File: src/rtl/id_ex_stage_reg.sv
// -----------------------------------------------------------------------------
// id_ex_stage_reg
//   ID->EX pipeline register. Captures the decoded instruction, its PC, the two
//   register-file operands and the immediate for the EX stage.
//   - A redirect from EX (jal/jalr/taken branch) turns the instruction arriving
//     in EX into a bubble and starts a squash window that kills the following
//     wrong-path slots.
//   - A stall holds every EX register. The held operands still pick up
//     writeback data that targets them, so they are not stale when the stall
//     releases.
//   - On a load, writeback data for the same register bypasses the regfile read.
//
// Ports
//   clk          in   1   core clock, rising edge
//   rst          in   1   synchronous, active-high reset
//   stall        in   1   hold all EX-stage registers this cycle
//   pc_sel_ex    in   1   EX redirect this cycle
//   inst_id      in   32  instruction in ID
//   pc_id        in   32  PC of inst_id
//   rs1_data_id  in   32  regfile read port 1
//   rs2_data_id  in   32  regfile read port 2
//   imm_id       in   32  decoded immediate
//   wb_we        in   1   writeback enable
//   wb_rd        in   5   writeback destination register
//   wb_data      in   32  writeback data
//   inst_ex      out  32  instruction in EX
//   pc_ex        out  32  PC of inst_ex
//   rs1_data_ex  out  32  rs1 operand for EX
//   rs2_data_ex  out  32  rs2 operand for EX
//   imm_ex       out  32  immediate for EX
//   valid_ex     out  1   1 = real instruction, 0 = bubble
//   flushing     out  1   squash window active
// -----------------------------------------------------------------------------
module id_ex_stage_reg #(
  parameter logic [31:0] RESET_PC     = 32'h4000_0000,
  parameter logic [31:0] NOP_INST     = 32'h0000_0013,
  parameter int          FLUSH_CYCLES = 2
) (
  input  logic        clk,
  input  logic        rst,
  input  logic        stall,
  input  logic        pc_sel_ex,
  input  logic [31:0] inst_id,
  input  logic [31:0] pc_id,
  input  logic [31:0] rs1_data_id,
  input  logic [31:0] rs2_data_id,
  input  logic [31:0] imm_id,
  input  logic        wb_we,
  input  logic [4:0]  wb_rd,
  input  logic [31:0] wb_data,
  output logic [31:0] inst_ex,
  output logic [31:0] pc_ex,
  output logic [31:0] rs1_data_ex,
  output logic [31:0] rs2_data_ex,
  output logic [31:0] imm_ex,
  output logic        valid_ex,
  output logic        flushing
);

  // The redirect slot itself is a bubble, so the counter only covers the
  // remaining FLUSH_CYCLES-1 wrong-path slots.
  localparam logic [1:0] FLUSH_RELOAD = 2'(FLUSH_CYCLES - 1);

  logic [31:0] r_inst;
  logic [31:0] r_pc;
  logic [31:0] r_rs1;
  logic [31:0] r_rs2;
  logic [31:0] r_imm;
  logic        r_valid;
  logic [1:0]  r_squash_cnt;

  logic        w_wb_live;
  logic        w_byp_id_rs1;
  logic        w_byp_id_rs2;
  logic        w_byp_ex_rs1;
  logic        w_byp_ex_rs2;
  logic [31:0] w_rs1_in;
  logic [31:0] w_rs2_in;

  // x0 is hardwired to zero, so a writeback to it must never be forwarded.
  assign w_wb_live    = wb_we && (wb_rd != 5'd0);

  // Bypass into a fresh load: compare against the source fields of inst_id.
  assign w_byp_id_rs1 = w_wb_live && (wb_rd == inst_id[19:15]);
  assign w_byp_id_rs2 = w_wb_live && (wb_rd == inst_id[24:20]);

  // Bypass into held operands during a stall: compare against inst_ex.
  assign w_byp_ex_rs1 = w_wb_live && (wb_rd == r_inst[19:15]);
  assign w_byp_ex_rs2 = w_wb_live && (wb_rd == r_inst[24:20]);

  assign w_rs1_in = w_byp_id_rs1 ? wb_data : rs1_data_id;
  assign w_rs2_in = w_byp_id_rs2 ? wb_data : rs2_data_id;

  // NOTE: state updates use non-blocking assignments so every register
  // samples pre-edge values regardless of statement order.
  always_ff @(posedge clk) begin
    if (rst) begin
      r_inst       <= NOP_INST;
      r_pc         <= RESET_PC;
      r_rs1        <= '0;
      r_rs2        <= '0;
      r_imm        <= '0;
      r_valid      <= 1'b0;
      r_squash_cnt <= '0;
    end else if (stall) begin
      // Everything holds, including the squash counter; a redirect seen
      // during a stall is dropped. Only writeback refreshes held operands.
      if (w_byp_ex_rs1) r_rs1 <= wb_data;
      if (w_byp_ex_rs2) r_rs2 <= wb_data;
    end else begin
      // Datapath fields load every unstalled cycle; for bubbles they are
      // don't-care, which keeps the enable logic to the stall alone.
      r_pc  <= pc_id;
      r_rs1 <= w_rs1_in;
      r_rs2 <= w_rs2_in;
      r_imm <= imm_id;
      if (pc_sel_ex) begin
        r_inst       <= NOP_INST;
        r_valid      <= 1'b0;
        r_squash_cnt <= FLUSH_RELOAD;
      end else if (r_squash_cnt != 2'd0) begin
        r_inst       <= NOP_INST;
        r_valid      <= 1'b0;
        r_squash_cnt <= r_squash_cnt - 2'd1;
      end else begin
        r_inst  <= inst_id;
        r_valid <= 1'b1;
      end
    end
  end

  assign inst_ex     = r_inst;
  assign pc_ex       = r_pc;
  assign rs1_data_ex = r_rs1;
  assign rs2_data_ex = r_rs2;
  assign imm_ex      = r_imm;
  assign valid_ex    = r_valid;
  assign flushing    = (r_squash_cnt != 2'd0);

endmodule

File: config.mk
export PLATFORM = sky130hd
export DESIGN_NAME = id_ex_stage_reg
export DESIGN_NICKNAME = d
export VERILOG_FILES = /design/src/rtl/id_ex_stage_reg.sv
export SDC_FILE = /design/constraint.sdc
export NUM_CORES = 1
export LEC_CHECK = 0
export CAP_MARGIN = 20
export CORE_AREA = 2 2 140 142
export CTS_BUF_LIST = sky130_fd_sc_hd__clkbuf_2
export DETAILED_ROUTE_END_ITERATION = 10
export DIE_AREA = 0 0 142 144
export PLACE_DENSITY = 0.84
export SLEW_MARGIN = 10
export SYNTH_ARGS = -nofsm -noshare
export SYNTH_HDL_FRONTEND = slang
export SYNTH_SLANG_ARGS = --single-unit
File: constraint.sdc
create_clock -name clk -period 3 [get_ports clk]
set_input_delay 0.45 -clock clk [delete_from_list [all_inputs] [get_ports clk]]
set_output_delay 0.45 -clock clk [all_outputs]
set_load 0.02 [all_outputs]
==> results of run 1 <==
state kept, by name (all words and copies together), names as in the netlist:
name / cells
rs2_data_ex: 32
r_squash_cnt: 2
pc_ex: 32
rs1_data_ex: 32
valid_ex: 1
imm_ex: 32
inst_ex: 32
where the power goes:
| part | leakage (nW) | total, mW | internal, mW | switching (mW) |
|---|---|---|---|---|
| clock | 0.154 | 1.27 | 0.295 | 0.972 |
| sequential | 1.35 | 2.38 | 2.31 | 0.0724 |
| combinational | 2.75 | 1.21 | 0.642 | 0.567 |
per-stage QoR:
| step | area (um^2) | power, mW | utilization, % |
|---|---|---|---|
| global placement | 10600 | 3.61 | 55.3 |
| finish | 10800 | 4.86 | 56.8 |
| CTS | 10800 | 4.93 | 56.8 |
| detailed placement | 10600 | 3.63 | 55.3 |
| floorplan | 6660 | 2.98 | - |
| global route | 10800 | 5.10 | 56.8 |
worst paths after layout:
path	to	slack [ns]
max	flushing	0.39
min	pc_ex[3]	0.22
max reg2reg	rs2_data_ex[19]	1.15
min reg2reg	valid_ex	0.49
cells by family after synthesis:
| kind of cell | Yosys count | synth area share (%) |
|---|---|---|
| simple gates | 215 | 12.7 |
| compound gates | 125 | 16.9 |
| fa+ha+maj | 1 | 0.188 |
| flops | 163 | 49.0 |
| mux | 95 | 14.3 |
| xor+xnor | 20 | 2.63 |
| buf+inv | 62 | 4.36 |
layer usage:
layer / track usage, % / vias to the layer above / wire length (um)
li1: - / 3078 / -
met2: 36.7 / 265 / 11100
met1: 23.4 / 2944 / 8690
met5: 0 / - / 0
met3: 8.08 / 32 / 2130
met4: 8.68 / 0 / 565
synth_stat cells, types with 2 or more instances:
cell type	n
xor2_1	7
o21a_1	2
o22ai_1	3
clkbuf_1	34
a22oi_1	37
a211oi_2	30
nor3_1	4
nand2_1	50
o211ai_1	8
a21oi_1	10
nor2_1	149
xnor2_1	13
buf_1	7
buf_8	3
a311oi_1	24
dfxtp_1	163
inv_1	4
nand2b_1	5
buf_2	13
mux2i_1	95
a211oi_1	3
nand3_1	3
worst reg2reg max path, cell delays in order (launching register included):
cell and delay (ns):
dfxtp_1 0.44, xnor2_1 0.13, nand3_1 0.19, o41ai_2 0.38
buf_12 0.27, nor2_1 0.09, a311oi_1 0.28
area by class of cell:
type	instances	area [um^2]	area share, %
flip-flops and latches	163	3260	30.1
clock buffers	17	85.1	0.785
inverters	4	15.0	0.139
multi-input cells	456	3150	29.1
diodes	2	5.00	0.0462
well taps	238	298	2.75
repair buffers	382	3840	35.4
clock inverters	15	180	1.66
what timing repair did:
action	CTS	global route
hold buffers	1	0
endpoints found under the setup margin	0	0
hold endpoints to repair	17	0
==> flow_metrics.tcl, run 1 <==
set metrics [dict create \
    vias 6319 \
    dp_slack_ns 0.337 \
    routed_wl_um 22500 \
    holdPathStages 3 \
    ys_seq_elements 163 \
    cp.required_ns 2.55 \
    hold_slack_ns 0.221 \
    nets 1227 \
    route.detailed.drc 0 \
    vdd_drop_max_mv 0.268 \
    synth_largest_area_cell "dfxtp_1" \
    fmax_mhz 383 \
    post_cts_buffers 0 \
    setup_ws_ns 0.387 \
    core-area_mm2 0.0191 \
    grt_pass1_vias 6245 \
    synth_edf_count 0 \
    fin_setup_tns_ns 0 \
    grt_max_degree 71 \
    drv_slew 0 \
    grt_setup_unrepaired "no" \
    ant_nets 0 \
    setup_violations 0 \
    rows 51 \
    synth_warnings 0 \
    dp_hpwl_um 17000 \
    worst_path_max_delay_cell "clkdlybuf4s50_1" \
    crit_family "buffers and inverters" \
    finalClockSkew_ns 0.0409 \
    hold_path_class "input port to flop" \
    cp_max_fo 4 \
    relSlewSlack_pct 57.2 \
    end_kind "output pin" \
    areaGrowthSynthToFinish_pct 62.7 \
    cap_violations 0 \
    powerDensity_mw_per_mm2 448 \
    cts_sinks 163 \
    rr_startpoint "inst_ex[20]" \
    layout_common_cells "clkdlybuf4s50_1, dfxtp_1, nor2_1" \
    crit_start "r_squash_cnt[0]" \
    worst_pin_slew_ns 0.642 \
    grt_usage_pct 21.2 \
    hp-start "stall" \
    dp.cells 1242 \
    via_per_inst 4.95 \
    cp_num_buf_inv 3 \
    fin_crit_sh_pct 87.1 \
    cp.depth 4 \
    avgSynthCellArea_um2 9.78 \
    die_w_um 142 \
    htreeDepth 4 \
    async_flop_share_pct 0 \
    drt_first_pass_iters 4 \
    synth_top_cell_area_share_pct 49.0 \
    ys_seq_area_share_pct 49.0 \
    clk_latency_ns 0.74 \
    p_leak_nw 4.25 \
    pin_count 364 \
    grt_pass1_wl_um 33700 \
    syn_inst 681 \
    cts.repair.resized 0 \
    cpMostUsedCell "inv_1" \
    yosys-top-cells-area "dfxtp_1, mux2i_1, nor2_1" \
    worst_ep_arrival_time_ns 2.16 \
    post-route-min-period_ns 2.61 \
    status "finished, final reports clean" \
    clock_path_buffers 2 \
    root_buffer "clkbuf_2" \
    cp-start-kind "flop" \
    die_area_mm2 0.0204 \
    cts_tree "done" \
    n_fill_cell 1670 \
    path_cells "inv_1 -> ha_1 -> inv_1 -> clkdlybuf4s50_1" \
    grt_overflow 0 \
    syn_area_mm2 0.00666 \
    gp_congestion 0.763 \
    drive_gt1_share_pct 8.68 \
    ys_types 36 \
    hold_violations 0 \
    ys.flop_type "dfxtp_1" \
    cp_slowest_stage_delay_ns 0.63 \
    dr.first_iter.drc_count 209 \
    start_util_pct 34.9 \
    antenna_found_initial 1 \
    syn_nets 884 \
    numCtsBuffers 17 \
    timing_worst_setup_path_type "flop to output pin" \
    portBuffers 363 \
    dieHeight_um 144 \
    layout_commonest_cell "clkdlybuf4s50_1" \
    wl_per_cell_um 17.6 \
    clk_pin_slew_ns 0.31 \
    final_cells 1277 \
    worstRegToRegCells 6 \
]
Power figures use the tool's default switching activity.
==> run 2: changes to the inputs <==
- RECOVER_POWER: not set -> 25
==> run 2 against run 1 <==
The flow now finishes with violations (max-capacitance violations, max-slew violations). Sequential share of layout area about the same. Critical path type is now input port to flop. Core utilization decreased by 0.085 points. Critical path depth up 2.
==> flow_metrics.tcl, run 2 (same netlist as run 1, synthesis figures left out) <==
set metrics [dict create \
    status "finished with violations" \
    failed_checks "max-capacitance violations, max-slew violations" \
    worst_pin_slew_ns 1.92 \
    core-area_mm2 0.0191 \
    wl_per_cell_um 17.6 \
    grt_max_degree 71 \
    clk_pin_slew_ns 0.30 \
    holdPathEnd "rs2_data_ex[25]" \
    grt_pass1_wl_um 33700 \
    fin_crit_sh_pct 90.8 \
    fin_setup_tns_ns 0 \
    ant_nets 0 \
    multi_input_area_mm2 0.00315 \
    pin_count 364 \
    cap_violations 2 \
    worst_ep_arrival_time_ns 3.35 \
    hold_path_class "input port to flop" \
    cp-start-kind "input port" \
    powerDensity_mw_per_mm2 449 \
    layout_common_cells "clkdlybuf4s50_1, dfxtp_1, nor2_1" \
    post-route-min-period_ns 2.72 \
    cts_tree "done" \
    grt_pass1_vias 6245 \
    die_area_mm2 0.0204 \
    worstRegToRegCells 6 \
    design_area_mm2 0.0108 \
    hold_violations 0 \
    placed_cell_area_mm2 0.0106 \
    relSlewSlack_pct -28.2 \
    clk_latency_ns 0.74 \
    dp.cells 1242 \
    timing_worst_setup_path_type "input port to flop" \
    fmax_mhz 367 \
    dp_slack_ns 0.337 \
    ff_latch_area_mm2 0.00326 \
    r2r_setup_slack_ns 1.16 \
    post_cts_buffers 0 \
    antenna_found_initial 1 \
    grt_usage_pct 21.2 \
    areaGrowthSynthToFinish_pct 62.4 \
    drt_first_pass_iters 4 \
    r2r-end "rs2_data_ex[19]" \
    routed_wl_um 22500 \
    cts_sinks 163 \
    p_leak_nw 4.24 \
    grt_overflow 0 \
    holdPathStages 3 \
    hp-start "rs2_data_id[25]" \
    nets 1227 \
    grt_setup_unrepaired "no" \
    drive_gt1_share_pct 8.49 \
    layout_commonest_cell "clkdlybuf4s50_1" \
    root_buffer "clkbuf_2" \
    finalClockSkew_ns 0.0397 \
    end_kind "flop" \
    clock_path_buffers 2 \
    dieHeight_um 144 \
    rows 51 \
    start_util_pct 34.9 \
    dp_hpwl_um 17000 \
    die_w_um 142 \
    n_fill_cell 1673 \
    setup_violations 0 \
    numCtsBuffers 17 \
    route.detailed.drc 0 \
    cp.required_ns 3.63 \
    cp_max_fo 34 \
    rr_startpoint "inst_ex[20]" \
    setup_ws_ns 0.275 \
    htreeDepth 4 \
    drv_slew 77 \
    portBuffers 363 \
    dr.first_iter.drc_count 190 \
    vdd_drop_max_mv 0.267 \
    via_per_inst 4.98 \
    vias 6358 \
    gp_congestion 0.763 \
    final_cells 1277 \
]
[run 2: changes by cell type in the layout (fill, tap and decap cells not counted)]
cell      delta
buf_6        -1
clkbuf_2     +2
buf_4        -4
clkbuf_1     +2
clkbuf_4     +1
[run 2: what timing repair did]
| item | CTS | global route |
|---|---|---|
| hold buffers | 1 | 0 |
| resized for setup | 0 | 0 |
| endpoints found under the hold margin | 17 | 0 |
[run 2: how the worst max path moves through the flow]
| stage | depth (start not counted) | to | from | slack [ns] |
|---|---|---|---|---|
| 6_report | 6 | inst_ex[11] | stall | 0.28 |
| 5_1_grt | 6 | inst_ex[29] | stall | 0.11 |
| 4_1_cts | 4 | flushing | r_squash_cnt[0] | 0.29 |
| 3_5_place_dp | 7 | rs1_data_ex[5] | wb_rd[3] | 0.34 |
| 3_3_place_gp | 8 | rs2_data_ex[30] | wb_rd[3] | 0.40 |
| 2_1_floorplan | 8 | rs1_data_ex[10] | wb_rd[1] | 0.68 |
[run 2: final cells by class]
class | count | area share (%)
Antenna cell | 2 | 0.0462
Multi-Input combinational cell | 456 | 29.1
Clock inverter | 15 | 1.66
Tap cell | 238 | 2.75
Inverter | 4 | 0.139
Sequential cell | 163 | 30.2
Clock buffer | 17 | 0.786
Timing Repair Buffer | 382 | 35.3
[run 2: worst max-delay path, stage by stage]
cell,delay [ns]
clkbuf_2,0.67
clkbuf_1,1.45
nor3_2,0.11
buf_4,0.33
a22oi_1,0.25
nor2_1,0.07
[run 2: metrics by stage]
| stage | utilization [%] | total power [mW] | hold WS [ns] |
|---|---|---|---|
| CTS | 56.8 | 4.93 | 0.129 |
| global route | 56.7 | 5.10 | 0.156 |
| global placement | 55.3 | 3.61 | 0.449 |
| floorplan | - | 2.98 | 0.437 |
| detailed placement | 55.3 | 3.63 | 0.455 |
| finish | 56.7 | 4.86 | 0.231 |
[run 2: power by group]
part           internal (mW)  switching [mW]
registers               2.31          0.0726
clock network          0.295           0.972
logic                  0.644           0.568
[run 2: routing by layer]
layer / vias up / part of all wire (%) / GRT usage, %
li1: 3076 / - / -
met1: 2978 / 39 / 23.4
met2: 271 / 49 / 36.7
met3: 33 / 9.5 / 8.08
met4: 0 / 2.5 / 8.68
met5: - / 0 / 0
==> RTL edit 1 (config.mk and constraints of run 2) <==
Reset style: asynchronous (`rst`), changed in one clocked block. Comments in the files are not updated.
--- a/src/rtl/id_ex_stage_reg.sv
+++ b/src/rtl/id_ex_stage_reg.sv
@@ -93,7 +93,7 @@
 
   // NOTE: state updates use non-blocking assignments so every register
   // samples pre-edge values regardless of statement order.
-  always_ff @(posedge clk) begin
+  always_ff @(posedge clk or posedge rst) begin
     if (rst) begin
       r_inst       <= NOP_INST;
       r_pc         <= RESET_PC;
Check against the original RTL: differs if rst is asserted again (counterexample within 4 cycles, from zero or initial values and one cycle with rst high); with rst held inactive, the same outputs for 4 cycles.
==> RTL edit 1 against run 2 <==
The flow still finishes with violations (capacitance limit, slew limit). Critical path depth shrank 2. Via count grew 1.3%. Sequential cell count stayed put. Worst setup slack better by 0.022 ns. Final area is 8.1% higher. Area after synthesis grew 14%. Routed wire length increased by 13%. Power grew 22%. Critical path type is now reg -> out. Largest cell class is now sequential cells. Largest power group unchanged. Highest routed layer unchanged.
==> RTL edit 1: results (changes against run 2) <==
outcome: finished, violations left (unchanged)
met3 routed wirelength: 2.393 mm (was 2.149 mm)
fraction of the mapped netlist area in adder cells: 0.1652% (was 0.1878%)
internal power component: 3825 uW (was 3248 uW)
min cycle time layout: 2.703 ns (was 2.725 ns)
synthesized netlist net count: 795 (was 884)
total leakage power: 0.004742 uW (was 0.004241 uW)
clock latency on the worst-skew pair: 0.78 ns (was 0.74 ns)
sequential element share of the synthesized area: 53.93% (was 48.98%)
Critical path destination: flushing (was inst_ex[11])
Slew Viols, Final: 165 (was 77)
worst relative slew slack: -42.77% (was -28.20%)
nets@finish: 1,139 (was 1,227)
Layout Skew: 0.04954 ns (was 0.03973 ns)
post-detailed-placement cell area: 0.01146 sq mm (was 0.01056 sq mm)
Worst Hold Launch: stall (was rs2_data_id[25])
mux share of post-synthesis cell area: 9.518% (was 14.27%)
Peak VDD IR: 0.0002615 V (was 0.0002670 V)
post-synthesis share of cell area spent on xor and xnor gates: 2.313% (was 2.629%)
FF-to-FF End: rs2_data_ex[6] (was rs2_data_ex[19])
critical path arrival: 2.25 ns (was 3.35 ns)
maximum fanout along the worst path: 4 (was 34)
Maximum Capacitance Violations: 2 (unchanged)
layout cell share with drive strength beyond 1: 19.70% (was 8.486%)
R2R setup slack: 1.21 ns (was 1.16 ns)
Total GRT Usage: 24.50% (was 21.18%)
count of multi-input combinational gates: 304 (was 456)
antenna violations before repair: 2 (was 1)
met1 layer usage reported by global route: 28.78% (was 23.38%)
met3 track demand over resource: 8.510% (was 8.079%)
Detail Route met2 WL: 12.42 mm (was 11.07 mm)
Crit path largest cell delay: 0.68 ns (was 1.45 ns)
violations in the final reports: capacitance limit, slew limit (unchanged)
wire length the detailed router placed on met1: 9.748 mm (was 8.729 mm)
clock slew at reported path FFs: 0.32 ns (was 0.30 ns)
synth cell count leaders: dfrtp_1, inv_1, mux2_2 (was dfxtp_1, nor2_1, mux2i_1)
via count of the first global-routing pass: 6,925 (was 6,245)
share of synthesized flip-flops with an asynchronous set or reset: 100.0% (was 0%)
Iteration-0 DRC Markers: 273 (was 190)
GRT met2 Usage: 41.06% (was 36.71%)
RTL edit 1: changes by cell type after synthesis, sizes merged, moves of 64 or more:
cell,change
nor2,-149
dfxtp,-163
dfrtp,+159
inv,+65
mux2i,-95
o221ai,+64
mux2,+64
RTL edit 1: through the flow:
step / total power [uW] / util [%] / hold WS [ns] / instances
6_report: 5935 / 61.30 / 0.08814 / 1189
5_1_grt: 6213 / 61.30 / 0.02442 / 1189
4_1_cts: 5984 / 61.34 / 0.03858 / 1186
3_5_place_dp: 4701 / 60.04 / 0.4730 / 1154
3_3_place_gp: 4662 / 60.04 / 0.4634 / 1154
2_1_floorplan: 3631 / - / 0.4572 / 592
RTL edit 1: kinds of logic (layout without fill, tap and decap cells):
group / after synthesis / count (layout)
multiplexers: 64 / 64
buffers and inverters: 125 / 482
AND/OR/NAND/NOR: 47 / 47
other: 0 / 2
adder cells (fa/ha/maj): 1 / 1
XOR/XNOR: 20 / 20
AO/OA/AOI/OAI: 172 / 172
flip-flops: 163 / 163
==> RTL edit 2 (config.mk and constraints of run 2) <==
Without the edit above. Set the parameter `NOP_INST` to 32'h00000010 (it was 32'h0000_0013).
--- a/src/rtl/id_ex_stage_reg.sv
+++ b/src/rtl/id_ex_stage_reg.sv
@@ -33,7 +33,7 @@
 // -----------------------------------------------------------------------------
 module id_ex_stage_reg #(
   parameter logic [31:0] RESET_PC     = 32'h4000_0000,
-  parameter logic [31:0] NOP_INST     = 32'h0000_0013,
+  parameter logic [31:0] NOP_INST     = 32'h00000010,
   parameter int          FLUSH_CYCLES = 2
 ) (
   input  logic        clk,
Function: changed (Yosys sat finds a counterexample within 4 cycles, from zero or initial values and one cycle with rst high).
==> RTL edit 2 against run 2 <==
The flow still finishes with violations (capacitance limit, slew limit). Power is 1.3% lower. Routed wire length is 2.5% lower. Sequential share of layout area is 0.098 points higher. Non-clock buffer count is 2 higher. Worst setup slack better by 0.19 ns. Sequential cell count stayed put. Via count is 1.4% lower. Clock power is 5% lower. Final area is 0.32% lower. Area after synthesis is 0.11% lower. Global-route usage is 0.28 points lower. Largest power group unchanged.
==> RTL edit 2: results (changes against run 2) <==
Net Sw Power: 1566 uW (was 1612 uW)
synth cell count leaders: dfxtp_1, nor2_1, mux2i_1 (unchanged)
layout cell share with drive strength beyond 1: 8.566% (was 8.486%)
largest net degree at the start of global routing: 80 (was 71)
first-pass GRT wire length: 33.40 mm (was 33.67 mm)
via count: 6,267 (was 6,358)
cells taking the most area after synthesis: dfxtp_1, mux2i_1, nor2_1, a211oi_2, a22oi_1 (unchanged)
violations in the final reports: capacitance limit, slew limit (unchanged)
Iteration-0 DRC Markers: 261 (was 190)
GP Congestion: 0.7541 (was 0.7630)
Maximum Capacitance Violations: 2 (unchanged)
total wire length after detailed routing: 21.96 mm (was 22.52 mm)
nets@finish: 1,229 (was 1,227)
filler instances: 1,685 (was 1,673)
post-synthesis average cell area: 9.773 sq um (was 9.784 sq um)
post-placement worst setup slack: 0.2433 ns (was 0.3370 ns)
sequential element share of the synthesized area: 49.03% (was 48.98%)
Layout Skew: 0.04397 ns (was 0.03973 ns)
Total GRT Usage: 20.90% (was 21.18%)
Slew Viols, Final: 114 (was 77)
post-synthesis cell type count: 35 (was 36)
outcome: finished, violations left (unchanged)
dpl hpwl: 16.42 mm (was 16.95 mm)
slew at the pin with the worst max-slew slack: 1.984 ns (was 1.923 ns)
critical path arrival: 2.09 ns (was 3.35 ns)
-- RTL edit 2: cell count changes in the layout (fill, tap and decap cells not counted), sizes merged --
cell,delta
nand2b,-2
clkbuf,-1
dlygate4sd3,-1
a22oi,+2
or3,-1
nor2,+3
o22ai,-2
buf,+4
nand2,-1
diode,-1
clkinv,+2
inv,-1
-- RTL edit 2: layout make-up --
type                    instances  area, sq um  share of cell area, %
repair buffers                384         3825                  35.46
flip-flops and latches        163         3263                  30.25
multi-input cells             455         3133                  29.04
well taps                     238        297.8                  2.760
clock inverters                15        162.7                  1.508
clock buffers                  17        85.08                 0.7887
inverters                       5        18.77                 0.1740
diodes                          1        2.502                0.02320
-- RTL edit 2: final timing paths --
path              startpoint              end  cells after the start
min reg2reg  r_squash_cnt[0]  r_squash_cnt[0]                      1
max reg2reg  r_squash_cnt[1]      inst_ex[19]                      7
max          r_squash_cnt[0]         flushing                      4
min                    stall        pc_ex[31]                      3
-- RTL edit 2: kinds of logic after synthesis --
kind of cell	share of synthesized area [%]
DFF	49.03
adders and majority gates	0.1880
muxes	14.29
xor gates and xnor gates	2.632
buffers and inverters	4.380
AOI/OAI and AO/OA	16.98
and+or+nand+nor	12.50
-- RTL edit 2: power by group through the flow --
stage / registers [uW] / logic (uW) / clock network, uW
final: 2380 / 1210 / 1210
after detailed placement: 2420 / 1220 / 0
after global placement: 2410 / 1200 / 0
after floorplan: 2580 / 399 / 0
after CTS: 2380 / 1220 / 1260
after global routing: 2400 / 1300 / 1350
-- RTL edit 2: through the flow --
stage | total power [uW] | hold WS, ns | instance area (sq um)
after floorplan | 2976 | 0.4367 | 6655
after global placement | 3617 | 0.4526 | 10580
after detailed placement | 3640 | 0.4573 | 10580
after CTS | 4867 | 0.1035 | 10830
after global routing | 5045 | 0.1162 | 10790
final | 4795 | 0.2161 | 10790
-- RTL edit 2: routing by layer --
layer / part of all wire (%) / track usage, % / routed length, um
met1: 38 / 23.28 / 8448
met4: 2.5 / 6.895 / 540
met3: 9.7 / 9.570 / 2126
met2: 49 / 35.55 / 10780
met5: 0.31 / 0 / 68
-- RTL edit 2: critical path: stages, from the launching register on --
cell and delay, ns:
dfxtp_1 0.41, inv_1 0.05, ha_1 0.20, inv_1 0.09, clkdlybuf4s50_1 0.63
